$ cat src/rtl/uart_rx_oversampled.sv
// uart_rx_oversampled
// Oversampled UART receiver. It finds the start bit on the synchronised line,
// takes a 3-sample majority vote at the centre of every bit and shifts the data
// in LSB-first. Each completed byte is offered on a valid/ready holding register.
// Framing errors and overruns are reported as single-cycle pulses.
module uart_rx_oversampled #(
  parameter int OVERSAMPLING = 8,
  parameter int DATA_BITS    = 8
) (
  input  logic                 clk_in,
  input  logic                 rst_in,
  input  logic                 baud_tick_in,
  input  logic                 rx_in,
  input  logic                 ready_in,
  output logic [DATA_BITS-1:0] data_out,
  output logic                 valid_out,
  output logic                 frame_err_out,
  output logic                 overrun_err_out
);

  localparam int M  = OVERSAMPLING / 2;
  localparam int TW = $clog2(OVERSAMPLING);
  localparam int BW = (DATA_BITS > 1) ? $clog2(DATA_BITS) : 1;

  localparam logic [TW-1:0] TICK_LAST = TW'(OVERSAMPLING - 1);
  localparam logic [TW-1:0] TICK_S0   = TW'(M - 1);
  localparam logic [TW-1:0] TICK_S1   = TW'(M);
  localparam logic [TW-1:0] TICK_S2   = TW'(M + 1);
  localparam logic [BW-1:0] BIT_LAST  = BW'(DATA_BITS - 1);

  typedef enum logic [1:0] {IDLE, START, DATA, STOP} state_t;

  state_t                 state_reg;
  logic                   baud_tick_q;
  logic                   rx_meta_reg;
  logic                   rx_s;
  logic                   last_rx;
  logic [TW-1:0]          tick_cnt_reg;
  logic [BW-1:0]          bit_cnt_reg;
  logic [2:0]             samp_reg;
  logic [DATA_BITS-1:0]   shift_reg;

  logic tick;
  logic vote_mid;
  logic vote_stop;
  logic stop_eval;
  logic byte_done;

  // One-cycle strobe on each rising edge of the toggling baud clock.
  assign tick = baud_tick_in & ~baud_tick_q;

  // Majority over the three centre samples; in the stop bit the third sample is
  // the live line value, because the decision is taken on that very tick.
  assign vote_mid  = (samp_reg[0] & samp_reg[1]) | (samp_reg[0] & samp_reg[2]) |
                     (samp_reg[1] & samp_reg[2]);
  assign vote_stop = (samp_reg[0] & samp_reg[1]) | (samp_reg[0] & rx_s) |
                     (samp_reg[1] & rx_s);

  assign stop_eval = tick && (state_reg == STOP) && (tick_cnt_reg == TICK_S2);
  assign byte_done = stop_eval && vote_stop;

  // Baud edge detector, line synchroniser and the per-tick copy of the line.
  always_ff @(posedge clk_in or posedge rst_in) begin
    if (rst_in) begin
      baud_tick_q <= 1'b0;
      rx_meta_reg <= 1'b1;
      rx_s        <= 1'b1;
      last_rx     <= 1'b1;
    end else begin
      baud_tick_q <= baud_tick_in;
      rx_meta_reg <= rx_in;
      rx_s        <= rx_meta_reg;
      if (tick) begin
        last_rx <= rx_s;
      end
    end
  end

  // Frame FSM: start detection, centre sampling, deserialisation, stop check.
  always_ff @(posedge clk_in or posedge rst_in) begin
    if (rst_in) begin
      state_reg     <= IDLE;
      tick_cnt_reg  <= '0;
      bit_cnt_reg   <= '0;
      samp_reg      <= '0;
      shift_reg     <= '0;
      frame_err_out <= 1'b0;
    end else begin
      frame_err_out <= 1'b0;
      if (tick) begin
        if (state_reg != IDLE) begin
          if (tick_cnt_reg == TICK_S0) samp_reg[0] <= rx_s;
          if (tick_cnt_reg == TICK_S1) samp_reg[1] <= rx_s;
          if (tick_cnt_reg == TICK_S2) samp_reg[2] <= rx_s;
        end
        case (state_reg)
          IDLE: begin
            // Only a high-to-low transition starts a frame, so a held break
            // line cannot retrigger.
            if (!rx_s && last_rx) begin
              state_reg    <= START;
              tick_cnt_reg <= '0;
            end
          end
          START: begin
            if (tick_cnt_reg == TICK_LAST) begin
              tick_cnt_reg <= '0;
              bit_cnt_reg  <= '0;
              state_reg    <= vote_mid ? IDLE : DATA;
            end else begin
              tick_cnt_reg <= tick_cnt_reg + 1'b1;
            end
          end
          DATA: begin
            if (tick_cnt_reg == TICK_LAST) begin
              shift_reg    <= {vote_mid, shift_reg[DATA_BITS-1:1]};
              tick_cnt_reg <= '0;
              if (bit_cnt_reg == BIT_LAST) begin
                bit_cnt_reg <= '0;
                state_reg   <= STOP;
              end else begin
                bit_cnt_reg <= bit_cnt_reg + 1'b1;
              end
            end else begin
              tick_cnt_reg <= tick_cnt_reg + 1'b1;
            end
          end
          STOP: begin
            // Decide mid-stop-bit and leave early so the next start edge is
            // caught even when the transmitter runs slightly fast.
            if (tick_cnt_reg == TICK_S2) begin
              tick_cnt_reg  <= '0;
              state_reg     <= IDLE;
              frame_err_out <= ~vote_stop;
            end else begin
              tick_cnt_reg <= tick_cnt_reg + 1'b1;
            end
          end
          default: begin
            state_reg    <= IDLE;
            tick_cnt_reg <= '0;
            bit_cnt_reg  <= '0;
          end
        endcase
      end
    end
  end

  // Holding register: load on completion if free or being drained this cycle,
  // otherwise drop the new byte and flag an overrun.
  always_ff @(posedge clk_in or posedge rst_in) begin
    if (rst_in) begin
      data_out        <= '0;
      valid_out       <= 1'b0;
      overrun_err_out <= 1'b0;
    end else begin
      overrun_err_out <= 1'b0;
      if (byte_done) begin
        if (!valid_out || ready_in) begin
          data_out  <= shift_reg;
          valid_out <= 1'b1;
        end else begin
          overrun_err_out <= 1'b1;
        end
      end else if (valid_out && ready_in) begin
        valid_out <= 1'b0;
      end
    end
  end

endmodule
$ cat config.mk
export PLATFORM = sky130hd
export DESIGN_NAME = uart_rx_oversampled
export DESIGN_NICKNAME = d
export VERILOG_FILES = /design/src/rtl/uart_rx_oversampled.sv
export SDC_FILE = /design/constraint.sdc
export NUM_CORES = 1
export LEC_CHECK = 0
export CORE_ASPECT_RATIO = 1.75
export CORE_MARGIN = 2
export CORE_UTILIZATION = 55
export DETAILED_ROUTE_END_ITERATION = 10
export PLACE_DENSITY = 0.84
export SLEW_MARGIN = 20
export SYNTH_ARGS = -nofsm -noshare
export SYNTH_HDL_FRONTEND = slang
export SYNTH_SLANG_ARGS = --single-unit
$ cat constraint.sdc
create_clock -name clk_in -period 2 [get_ports clk_in]
set_input_delay 0.2 -clock clk_in [delete_from_list [all_inputs] [get_ports clk_in]]
set_output_delay 0.2 -clock clk_in [all_outputs]
set_load 0.005 [all_outputs]
==> out/summary.log <==
INFO  status         outcome=finished, final reports clean
INFO  floorplan      rows=25
INFO  floorplan      ioPinCount=16
INFO  timing         worst_slew_pin_slew=0.4690ns
INFO  clocking       cts_root_buf=sky130_fd_sc_hd__clkbuf_8
INFO  worst_setup_path crit_start=tick_cnt_reg[0]
INFO  synthesis      postSynthNetCount=138
INFO  worst_setup_path critPathCaptureType=flop
INFO  timing         layout_worst_path_cycle_share=0.9169
INFO  clocking       cts_hold_repair.buffers=0
INFO  worst_setup_path worstSetupPathType=flop to flop
INFO  clocking       clk_transition_reported_paths=0.07ns
INFO  timing         rsz_0062_raised_after_global_routing=no
INFO  clocking       clock_insertion_delay_worst_skew=0.28ns
INFO  power          vdd.ir_drop.worst=0.0006249V
INFO  synthesis      synthesis.area_per_instance=13.13um^2
INFO  placement      dp_hpwl=1998um
INFO  worst_setup_path crit_buf_inv=0
INFO  placement      buffer_ports.inserted=15
INFO  timing         timing_hold_violations_final=0
INFO  worst_setup_path regToRegStartpoint=tick_cnt_reg[0]
INFO  synthesis      synth.cell_area=1563um^2
INFO  worst_setup_path worst-path-max-fanout=8
INFO  worst_setup_path slowest_stage=sky130_fd_sc_hd__dfrtp_1
INFO  routing        finalWirelength=2742um
INFO  routing        routed-via-count=978
INFO  finish         final_nets=161
INFO  placement      dpl_cells=161
INFO  worst_setup_path timing.critical_path.cells=ha_1 -> and2_1 -> nand4_1 -> nand2b_1 -> mux2_2
INFO  placement      dpl_worst_slack=0.1304ns
INFO  job            drv.max_cap_violation_count=0
INFO  clocking       tritoncts=done
INFO  worst_setup_path rr_endpoint=data_out[5]
INFO  grt            grt_remaining_overflow=0
INFO  finish         final_area=1851um^2
INFO  placement      gp_routability_congestion=0.8425
INFO  worst_setup_path required=2.17ns
INFO  routing        drt_first_pass_iters=4
INFO  timing         setup-tns-final=0ns
INFO  floorplan      start_util=0.5809
INFO  synthesis      ys_warn_count=0
INFO  grt            grt_antenna_before_repair=0
INFO  floorplan      die_area=3301um^2
INFO  routing        routedWlPerCell=16.13um
INFO  finish         multi_input_comb_area=680.7um^2
INFO  routing        detail_route.vias_per_cell=5.753
INFO  worst_setup_path critPathCapture=data_out[5]
INFO  worst_setup_path critical_path.startpoint_type=flop
INFO  finish         post_route_cells_drive_above_1_share=0.2238
INFO  grt            grt_max_degree=35
INFO  synthesis      synth-seq-cells=34
INFO  clocking       cts.htree.levels=2
INFO  finish         n_fill_cell=209
INFO  placement      place_area=1749um^2
INFO  timing         postLayoutSetupSlackWorst=0.1661ns
INFO  grt            wire_length_of_the_first_global_routing_pass=4416um
INFO  finish         synthToLayoutAreaGrowth=18.41%
INFO  power          leakagePower=0.9318nW
INFO  clocking       max-clock-path-buffers=2
INFO  timing         period_minus_slack=1.834ns
INFO  worst_setup_path r2r_setup_slack=0.17ns
INFO  clocking       total_clock_sinks=34
INFO  finish         final_cells=170
INFO  floorplan      core_area=2690um^2
INFO  worst_setup_path arrival=2.00ns
INFO  routing        drt.antenna.violating_nets=0
INFO  synthesis      synth.yosys.seq_area_share=0.5468
INFO  grt            via_count_of_the_first_global_routing_pass=1034
INFO  floorplan      chipHeight=74.52um
INFO  floorplan      die_width=44.30um
INFO  routing        drtIter0Drc=24
INFO  timing         final.setup_skew=0.006613ns
INFO  timing         max_freq=545.3MHz
INFO  power          cell_pwr_density=1005nW/um^2
INFO  timing         timing.final.max_slew_violations=0
INFO  hold_path      worstHoldPathType=input pin to async pin
INFO  worst_setup_path worstRegToRegCells=5
INFO  finish         diodes=0
INFO  worst_setup_path critical-path-max-stage-delay=0.42ns
INFO  clocking       cts_made_buffers=5
INFO  routing        drc=0
INFO  worst_setup_path critical_path_cell_count=5
INFO  finish         postLayoutCoreUtil=0.6879
INFO  timing         slew_headroom=0.6845
INFO  synthesis      ys_types=28
INFO  worst_setup_path critical_path.top_delay_family=simple AND/OR/NAND/NOR gates
INFO  synthesis      synthesis.instances=119
INFO  timing         final_setup_vio_count=0
INFO  finish         register_area=854.6um^2
INFO  grt            grt_util_all_layers=0.1928
==> worst min-delay path by stage <==
stage	endpoint	slack (ns)	cells past startpoint
6_report	bit_cnt_reg[0]	0.30	3
2_1_floorplan	rx_meta_reg	0.20	0
4_1_cts	rx_meta_reg	0.32	1
3_3_place_gp	rx_s	0.35	0
5_1_grt	rx_meta_reg	0.33	1
3_5_place_dp	rx_s	0.35	0
==> Yosys cell counts <==
master,instances,area (um^2)
sky130_fd_sc_hd__a21oi_1,1,5.000
sky130_fd_sc_hd__nand2_1,9,33.78
sky130_fd_sc_hd__nand2b_1,4,25.02
sky130_fd_sc_hd__nand4_1,1,6.260
sky130_fd_sc_hd__a32o_1,1,10.01
sky130_fd_sc_hd__nand3_1,2,10.01
sky130_fd_sc_hd__dfrtp_1,31,775.7
sky130_fd_sc_hd__mux2i_1,2,20.02
sky130_fd_sc_hd__a21boi_0,2,15.01
sky130_fd_sc_hd__buf_2,1,5.000
sky130_fd_sc_hd__a22o_1,3,26.28
sky130_fd_sc_hd__o211ai_1,1,7.510
sky130_fd_sc_hd__and4b_1,1,10.01
sky130_fd_sc_hd__nor2_1,5,18.77
sky130_fd_sc_hd__and2b_1,1,7.510
sky130_fd_sc_hd__mux2_2,19,214.0
sky130_fd_sc_hd__inv_1,7,26.28
sky130_fd_sc_hd__dfstp_2,3,78.83
sky130_fd_sc_hd__nor3b_1,1,7.510
sky130_fd_sc_hd__o41ai_1,1,8.760
sky130_fd_sc_hd__a21o_1,2,15.01
sky130_fd_sc_hd__maj3_1,2,20.02
sky130_fd_sc_hd__and2_1,1,6.260
sky130_fd_sc_hd__o21ai_0,1,5.000
sky130_fd_sc_hd__nand2b_4,1,13.76
sky130_fd_sc_hd__and3_1,1,6.260
sky130_fd_sc_hd__or4b_1,1,10.01
sky130_fd_sc_hd__ha_1,14,175.2
==> metal layers <==
layer | vias to the layer above | track usage | share of wire
met5 | - | 0 | 0
met4 | 0 | 0.1481 | 0.047
met3 | 12 | 0.05097 | 0.032
met2 | 24 | 0.3382 | 0.55
met1 | 484 | 0.1838 | 0.37
li1 | 458 | - | -
==> stage by stage <==
stage	power (W)	hold WS [ns]
6_report	0.001859	0.3049
3_5_place_dp	0.001326	0.3479
3_3_place_gp	0.001290	0.3471
5_1_grt	0.001966	0.3343
2_1_floorplan	0.001201	0.2045
4_1_cts	0.001849	0.3212
==> area by class of cell <==
cell class	count	area share
Inverter	7	0.01420
Timing Repair Buffer	17	0.08925
Clock buffer	8	0.04868
Tap cell	27	0.01826
Multi-Input combinational cell	77	0.3678
Sequential cell	34	0.4618
==> power breakdown <==
part,total [W],switching [W],internal [W]
Clock,0.000510,0.000230,0.000280
Combinational,0.000481,0.000259,0.000222
Sequential,0.000868,0.0000888,0.000779
==> logic make-up (layout without fill, tap and decap cells) <==
kind of cell,after synthesis,after routing,synth area share
AOI/OAI and AO/OA,12,12,0.05924
adders and majority gates,16,16,0.1249
buffers and inverters,8,32,0.02002
DFF,34,34,0.5468
muxes,21,21,0.1497
and+or+nand+nor,28,28,0.09929
==> worst reg2reg max path, cell delays in order, from the launching register on <==
cell and delay (ns):
sky130_fd_sc_hd__dfrtp_1 0.42, sky130_fd_sc_hd__ha_1 0.25, sky130_fd_sc_hd__and2_1 0.20, sky130_fd_sc_hd__nand4_1 0.12, sky130_fd_sc_hd__nand2b_1 0.33, sky130_fd_sc_hd__mux2_2 0.38
==> repair_timing <==
item / 4_1_cts / 5_1_grt
gates resized for setup: 0 / 1
buffers inserted: 0 / 1
setup endpoints to repair: 0 / 1
==> cells in the final DEF (no fill, tap or decap), types with 2 or more instances in the layout <==
master / n
sky130_fd_sc_hd__nand3_1: 2
sky130_fd_sc_hd__dfrtp_1: 31
sky130_fd_sc_hd__a21o_1: 2
sky130_fd_sc_hd__buf_4: 2
sky130_fd_sc_hd__ha_1: 14
sky130_fd_sc_hd__clkbuf_1: 2
sky130_fd_sc_hd__clkdlybuf4s50_1: 15
sky130_fd_sc_hd__nand2b_1: 4
sky130_fd_sc_hd__a22o_1: 3
sky130_fd_sc_hd__dfstp_2: 3
sky130_fd_sc_hd__maj3_1: 2
sky130_fd_sc_hd__nor2_1: 5
sky130_fd_sc_hd__mux2_2: 19
sky130_fd_sc_hd__nand2_1: 9
sky130_fd_sc_hd__a21boi_0: 2
sky130_fd_sc_hd__clkbuf_8: 6
sky130_fd_sc_hd__mux2i_1: 2
sky130_fd_sc_hd__inv_1: 7
Power figures use the tool's default switching activity.
